==> src/rtl/puf_pkg.sv <==
`default_nettype none
// +------------------------------------------------------------------+
// | puf_pkg : shared types and defaults for the RO-PUF sequencer      |
// | Rev 1.0 : initial release                                         |
// +------------------------------------------------------------------+
package puf_pkg;

  localparam int CHALL_W           = 8;
  localparam int DEF_RESP_BITS     = 8;
  localparam int DEF_SETTLE_CYCLES = 16;
  localparam int DEF_WIN_CYCLES    = 4096;
  localparam int DEF_CNT_W         = 16;

  typedef enum logic [2:0] {
    ST_IDLE    = 3'd0,
    ST_SETTLE  = 3'd1,
    ST_COUNT   = 3'd2,
    ST_COMPARE = 3'd3,
    ST_DONE    = 3'd4
  } puf_state_t;

endpackage
`default_nettype wire

==> src/rtl/ro_edge_counter.sv <==
`default_nettype none
// +------------------------------------------------------------------+
// | ro_edge_counter : 2-flop sync, rising-edge detect, saturating cnt |
// | Rev 1.0 : initial release                                         |
// +------------------------------------------------------------------+
module ro_edge_counter #(
  parameter int CNT_W = 16
) (
  input  logic             clk,
  input  logic             rst_n,
  input  logic             clr,
  input  logic             en,
  input  logic             ro_in,
  output logic [CNT_W-1:0] cnt
);

  // [1:0] synchronizer, [2] previous synchronized level for edge detect
  logic [2:0]       sync_q, sync_d;
  logic [CNT_W-1:0] cnt_q, cnt_d;
  logic             rise;

  always_comb begin
    sync_d = {sync_q[1:0], ro_in};
    rise   = sync_q[1] & ~sync_q[2];
    cnt_d  = cnt_q;
    if (clr) begin
      cnt_d = '0;
    end else if (en && rise && (cnt_q != {CNT_W{1'b1}})) begin
      cnt_d = cnt_q + CNT_W'(1);
    end
  end

  always_ff @(posedge clk or negedge rst_n) begin
    if (!rst_n) begin
      sync_q <= '0;
      cnt_q  <= '0;
    end else begin
      sync_q <= sync_d;
      cnt_q  <= cnt_d;
    end
  end

  assign cnt = cnt_q;

endmodule
`default_nettype wire

==> src/rtl/ro_puf_ctrl.sv <==
`default_nettype none
// +------------------------------------------------------------------+
// | ro_puf_ctrl : challenge stepping, RO settle/count, response build |
// | Rev 1.0 : initial release                                         |
// +------------------------------------------------------------------+
module ro_puf_ctrl
  import puf_pkg::*;
#(
  parameter int RESP_BITS     = DEF_RESP_BITS,
  parameter int SETTLE_CYCLES = DEF_SETTLE_CYCLES,
  parameter int WIN_CYCLES    = DEF_WIN_CYCLES,
  parameter int CNT_W         = DEF_CNT_W
) (
  input  logic                 CLK100MHZ,
  input  logic                 CPU_RESETN,
  input  logic                 start,
  input  logic [CHALL_W-1:0]   challenge,
  output logic                 busy,
  output logic                 ro_en,
  output logic [CHALL_W-1:0]   chall,
  input  logic                 ro_in0,
  input  logic                 ro_in1,
  output logic [RESP_BITS-1:0] resp,
  output logic                 resp_valid,
  input  logic                 resp_ack
);

  localparam int CYC_MAX = (SETTLE_CYCLES > WIN_CYCLES) ? SETTLE_CYCLES : WIN_CYCLES;
  localparam int CYC_W   = (CYC_MAX > 1) ? $clog2(CYC_MAX) : 1;
  localparam int K_W     = (RESP_BITS > 1) ? $clog2(RESP_BITS) : 1;

  puf_state_t           state_q, state_d;
  logic [CYC_W-1:0]     cyc_q, cyc_d;
  logic [K_W-1:0]       k_q, k_d;
  logic [CHALL_W-1:0]   base_q, base_d;
  logic [CHALL_W-1:0]   chall_q, chall_d;
  logic [RESP_BITS-1:0] resp_q, resp_d;
  logic                 ro_en_q, ro_en_d;
  logic                 busy_q, busy_d;
  logic                 resp_valid_q, resp_valid_d;

  logic [CNT_W-1:0]     cnt0, cnt1;
  logic                 cnt_clr, cnt_en;

  // Counts are held through COMPARE so the decision sees the full window.
  assign cnt_en  = (state_q == ST_COUNT);
  assign cnt_clr = (state_q != ST_COUNT) && (state_q != ST_COMPARE);

  ro_edge_counter #(.CNT_W(CNT_W)) u_cnt0 (
    .clk   (CLK100MHZ),
    .rst_n (CPU_RESETN),
    .clr   (cnt_clr),
    .en    (cnt_en),
    .ro_in (ro_in0),
    .cnt   (cnt0)
  );

  ro_edge_counter #(.CNT_W(CNT_W)) u_cnt1 (
    .clk   (CLK100MHZ),
    .rst_n (CPU_RESETN),
    .clr   (cnt_clr),
    .en    (cnt_en),
    .ro_in (ro_in1),
    .cnt   (cnt1)
  );

  always_comb begin
    state_d = state_q;
    cyc_d   = cyc_q;
    k_d     = k_q;
    base_d  = base_q;
    chall_d = chall_q;
    resp_d  = resp_q;

    case (state_q)
      ST_IDLE: begin
        if (start) begin
          state_d = ST_SETTLE;
          base_d  = challenge;
          chall_d = challenge;
          k_d     = '0;
          resp_d  = '0;
          cyc_d   = '0;
        end
      end
      ST_SETTLE: begin
        if (cyc_q == CYC_W'(SETTLE_CYCLES - 1)) begin
          state_d = ST_COUNT;
          cyc_d   = '0;
        end else begin
          cyc_d = cyc_q + CYC_W'(1);
        end
      end
      ST_COUNT: begin
        if (cyc_q == CYC_W'(WIN_CYCLES - 1)) begin
          state_d = ST_COMPARE;
          cyc_d   = '0;
        end else begin
          cyc_d = cyc_q + CYC_W'(1);
        end
      end
      ST_COMPARE: begin
        resp_d[k_q] = (cnt0 > cnt1);
        if (k_q == K_W'(RESP_BITS - 1)) begin
          state_d = ST_DONE;
        end else begin
          k_d     = k_q + K_W'(1);
          // 8-bit add wraps 0xFF -> 0x00 naturally
          chall_d = base_q + CHALL_W'(k_q) + CHALL_W'(1);
          state_d = ST_SETTLE;
        end
      end
      ST_DONE: begin
        if (resp_ack) begin
          state_d = ST_IDLE;
        end
      end
      default: begin
        state_d = ST_IDLE;
      end
    endcase

    ro_en_d      = (state_d == ST_SETTLE) || (state_d == ST_COUNT);
    busy_d       = (state_d != ST_IDLE);
    resp_valid_d = (state_d == ST_DONE);
  end

  always_ff @(posedge CLK100MHZ or negedge CPU_RESETN) begin
    if (!CPU_RESETN) begin
      state_q      <= ST_IDLE;
      cyc_q        <= '0;
      k_q          <= '0;
      base_q       <= '0;
      chall_q      <= '0;
      resp_q       <= '0;
      ro_en_q      <= 1'b0;
      busy_q       <= 1'b0;
      resp_valid_q <= 1'b0;
    end else begin
      state_q      <= state_d;
      cyc_q        <= cyc_d;
      k_q          <= k_d;
      base_q       <= base_d;
      chall_q      <= chall_d;
      resp_q       <= resp_d;
      ro_en_q      <= ro_en_d;
      busy_q       <= busy_d;
      resp_valid_q <= resp_valid_d;
    end
  end

  assign busy       = busy_q;
  assign ro_en      = ro_en_q;
  assign chall      = chall_q;
  assign resp       = resp_q;
  assign resp_valid = resp_valid_q;

endmodule
`default_nettype wire

==> config.mk <==
export PLATFORM = sky130hd
export DESIGN_NAME = ro_puf_ctrl
export DESIGN_NICKNAME = d
export VERILOG_FILES = /design/src/rtl/puf_pkg.sv /design/src/rtl/ro_edge_counter.sv /design/src/rtl/ro_puf_ctrl.sv
export SDC_FILE = /design/constraint.sdc
export NUM_CORES = 1
export LEC_CHECK = 0
export CORE_AREA = 8 8 110 112
export CTS_CLUSTER_SIZE = 16
export DETAILED_ROUTE_END_ITERATION = 12
export DIE_AREA = 0 0 118 120
export PLACE_DENSITY_LB_ADDON = 0.15
export RECOVER_POWER = 25
export SLEW_MARGIN = 20
export SYNTH_ARGS = -nofsm -noshare
export SYNTH_HDL_FRONTEND = slang
export SYNTH_SLANG_ARGS = --single-unit
==> constraint.sdc <==
create_clock -name CLK100MHZ -period 2.6 [get_ports CLK100MHZ]
set_clock_uncertainty 0.2 [all_clocks]
set_input_delay 0.78 -clock CLK100MHZ [delete_from_list [all_inputs] [get_ports CLK100MHZ]]
set_output_delay 0.78 -clock CLK100MHZ [all_outputs]
set_load 0.03 [all_outputs]
==> run_results.csv <==
group,metric,value,unit
clock_network,cts_resized,0,
timing,slew_headroom,-13.61,%
timing,layout_min_cycle_time,2.391,ns
setup_path,r2r_end,"resp[2]$_DFFE_PN0P_",
die,die-area,14160,um2
logic_synthesis,async_flop_share,100.0,%
final_layout,fillers,973,
final_layout,nNetsFinal,571,
timing,finalSetupTns,0,ns
logic_synthesis,synth-edff-count,0,
timing,hold_violations,0,
pwr,p_per_area,666.9,nW/um2
clock_network,postCtsSetupRepairBufs,0,
global_routing,gr-total-overflow,0,
die,die_w,118,um
die,start_util,43.64,%
clock_network,cts_hold_buf,0,
die,ioPinCount,33,
timing,worst_pin_slew,1.704,ns
global_routing,grtUsageTotal,14.90,%
timing,fmax,0.4182,GHz
clock_network,numClockSinks,83,
detailed_routing,wirelength,10.08,mm
setup_path,cpMaxStageDelayCell,"clkdlybuf4s50_1",
global_routing,grt_pass1_wl,17.57,mm
logic_synthesis,ys_ff_latch,83,
detailed_routing,firstDrtPassIters,4,
setup_path,reg2reg_depth,6,
final_layout,insertedDiodeCount,0,
global_routing,antenna_found_initial,0,
timing,maxSlewViolCount,31,
placement,io_buffers,32,
setup_path,crit_path_end_kind,"primary output",
setup_path,cpPeakStageDelay,0.69,ns
logic_synthesis,synth_area_leader_cell,"dfrtp_1",
detailed_routing,via_count,3656,
worst_hold_path,hold_class,"register to register",
detailed_routing,viasPerCell,5.408,
setup_path,cp.arrival,1.41,ns
pwr,finalPower,3593,uW
final_layout,multiInputGateArea,2370,um2
logic_synthesis,synth.distinct_cells,53,
pwr,leakage,0.002295,uW
final_layout,final_core_util,51.27,%
logic_synthesis,seq_area_frac_synth,45.29,%
final_layout,final-seq-area,2077,um2
global_routing,grt_start_max_net_pins,42,
final_layout,syn_to_final_growth,17.49,%
setup_path,crit_start,"chall[2]$_DFFE_PN0P_",
final_layout,drive_above_1_share,8.022,%
logic_synthesis,synth_fp_nets,524,
detailed_routing,ant_nets,0,
setup_path,cp.required,1.62,ns
logic_synthesis,syn_avg_cell_area,9.455,um2
setup_path,reg2reg_slack,0.25,ns
logic_synthesis,synth_top_cells_by_count,"dfrtp_1 (83), nand2_1 (61), nor2_1 (44)",
setup_path,cp-start-kind,"register",
placement,place_congestion,0.8386,
placement,placed_area,5185,um2
timing,rsz0062_at_grt,"no",
logic_synthesis,synthMostInstantiatedCell,"dfrtp_1",
run_status,violations,"capacitance limit, slew limit",
detailed_routing,avgRoutedWirePerCell,14.91,um
pwr,irDropWorstVdd,0.5126,mV
setup_path,reg2reg_from,"u_cnt0.cnt[9]$_DFFE_PN0P_",
clock_network,root_buffer,"clkbuf_8",
run,cap_violations,1,
setup_path,cp.depth,1,
logic_synthesis,synth.area.top_cells,"dfrtp_1 (45%), ha_1 (6.5%), nand2_1 (5.0%)",
setup_path,cp-endpoint,"chall[2]",
setup_path,crit_chain,"clkdlybuf4s50_1",
logic_synthesis,yosys.area.top_type_share,45.29,%
logic_synthesis,synth_flop_cell,"dfrtp_1",
clock_network,cts_tree,"done",
setup_path,criticalPathCategory,"register to primary output",
die,row_count,38,
setup_path,path_buf_inv,1,
timing,setup_viol,0,
final_layout,stdcell_area,5388,um2
logic_synthesis,synth_area,4586,um2
timing,min_period_over_period,91.96,%
setup_path,path_delay_family,"buffers and inverters",
clock_network,path_clk_slew,0.09,ns
clock_network,clock_latency,0.35,ns
clock_network,clk_path_buf_depth,2,
logic_synthesis,yosysWarnings,0,
clock_network,cts_buffers,9,
logic_synthesis,synthCells,485,
global_routing,grt_pass1_vias,3697,
die,die_h,120,um
setup_path,crit_path_max_fanout,2,
detailed_routing,drc,0,
detailed_routing,drtIter0Drc,171,
placement,dp_hpwl,7.352,mm
die,core,10510,um2
clock_network,htreeDepth,3,
run_status,status,"finished with violations",
==> metal layers <==
layer / vias up / share of wire, % / GRT usage, %
met5: - / 0 / 0
met4: 0 / 1.2 / 5.284
met3: 10 / 3.5 / 2.912
met2: 49 / 48 / 24.58
met1: 1776 / 47 / 19.18
li1: 1821 / - / -
==> cells by family (layout without fill, tap and decap cells) <==
group / count (synthesis) / in the layout / share of synthesized area (%)
AO/OA/AOI/OAI: 81 / 81 / 12.12
buffers and inverters: 38 / 89 / 3.165
flip-flops: 83 / 83 / 45.29
adder cells (fa/ha/maj): 25 / 25 / 6.985
AND/OR/NAND/NOR: 218 / 218 / 24.50
XOR/XNOR: 31 / 31 / 5.921
multiplexers: 9 / 9 / 2.019
==> per-stage QoR <==
| stage | instances | setup slack, ns | hold WS [ns] |
|---|---|---|---|
| global route | 676 | 0.08410 | 0.1604 |
| floorplan | 485 | 0.4126 | 0.1312 |
| CTS | 676 | 0.1752 | 0.1553 |
| detailed placement | 661 | 0.1217 | 0.1347 |
| global placement | 661 | 0.1787 | 0.1372 |
| finish | 676 | 0.2090 | 0.1527 |
==> final cells by class <==
cell class                 instances  area share [%]
clock buffer                      10           2.369
multi-input combinational        364           43.99
sequential                        83           38.55
inverter                          22           1.533
clock inverter                     5           1.463
tap                              140           3.251
timing repair buffer              52           8.848
==> flip-flops by register name (all words and copies together) (netlist names) <==
signal	cells
ro_en	1
u_cnt1.sync_q	3
state_q	3
cyc_q	12
k_q	3
u_cnt0.cnt	16
resp_valid	1
chall	8
busy	1
resp	8
base_q	8
u_cnt0.sync_q	3
u_cnt1.cnt	16
==> placed cells by master (no fill, tap or decap), drive strengths merged, types with 2 or more instances in the layout <==
master / n
dlygate4sd3: 2
or3: 2
nor3: 16
xor2: 9
nor2b: 6
and3: 9
ha: 24
nor4: 11
o31ai: 2
xnor2: 22
nand2: 61
dfrtp: 83
and2: 3
mux2: 2
a21oi: 16
buf: 20
clkinv: 3
inv: 22
nand3b: 2
a21o: 10
or2: 3
nor3b: 8
a21boi: 2
nor2: 44
o21ai: 26
nand3: 19
nor4b: 2
a211oi: 8
clkbuf: 11
a32o: 8
or4: 3
bufinv: 2
mux2i: 7
clkdlybuf4s50: 29
nand4: 19
nand2b: 5
==> worst min path at each step <==
stage | from | to | slack [ns] | depth (start not counted)
2_1_floorplan | u_cnt0.sync_q[0]$_DFF_PN0_ | u_cnt0.sync_q[1]$_DFF_PN0_ | 0.13 | 0
3_3_place_gp | u_cnt1.sync_q[0]$_DFF_PN0_ | u_cnt1.sync_q[1]$_DFF_PN0_ | 0.14 | 0
3_5_place_dp | u_cnt0.sync_q[0]$_DFF_PN0_ | u_cnt0.sync_q[1]$_DFF_PN0_ | 0.13 | 0
4_1_cts | CPU_RESETN | u_cnt0.sync_q[1]$_DFF_PN0_ | 0.16 | 1
5_1_grt | u_cnt0.sync_q[0]$_DFF_PN0_ | u_cnt0.sync_q[1]$_DFF_PN0_ | 0.16 | 0
6_report | u_cnt0.sync_q[0]$_DFF_PN0_ | u_cnt0.sync_q[1]$_DFF_PN0_ | 0.15 | 0
==> where the power goes <==
group / switching [uW] / total (uW) / internal (uW)
sequential: 165 / 1640 / 1470
combinational: 535 / 957 / 422
clock: 462 / 998 / 535
total: 1160 / 3590 / 2430
(Power assumes the default switching activity.)
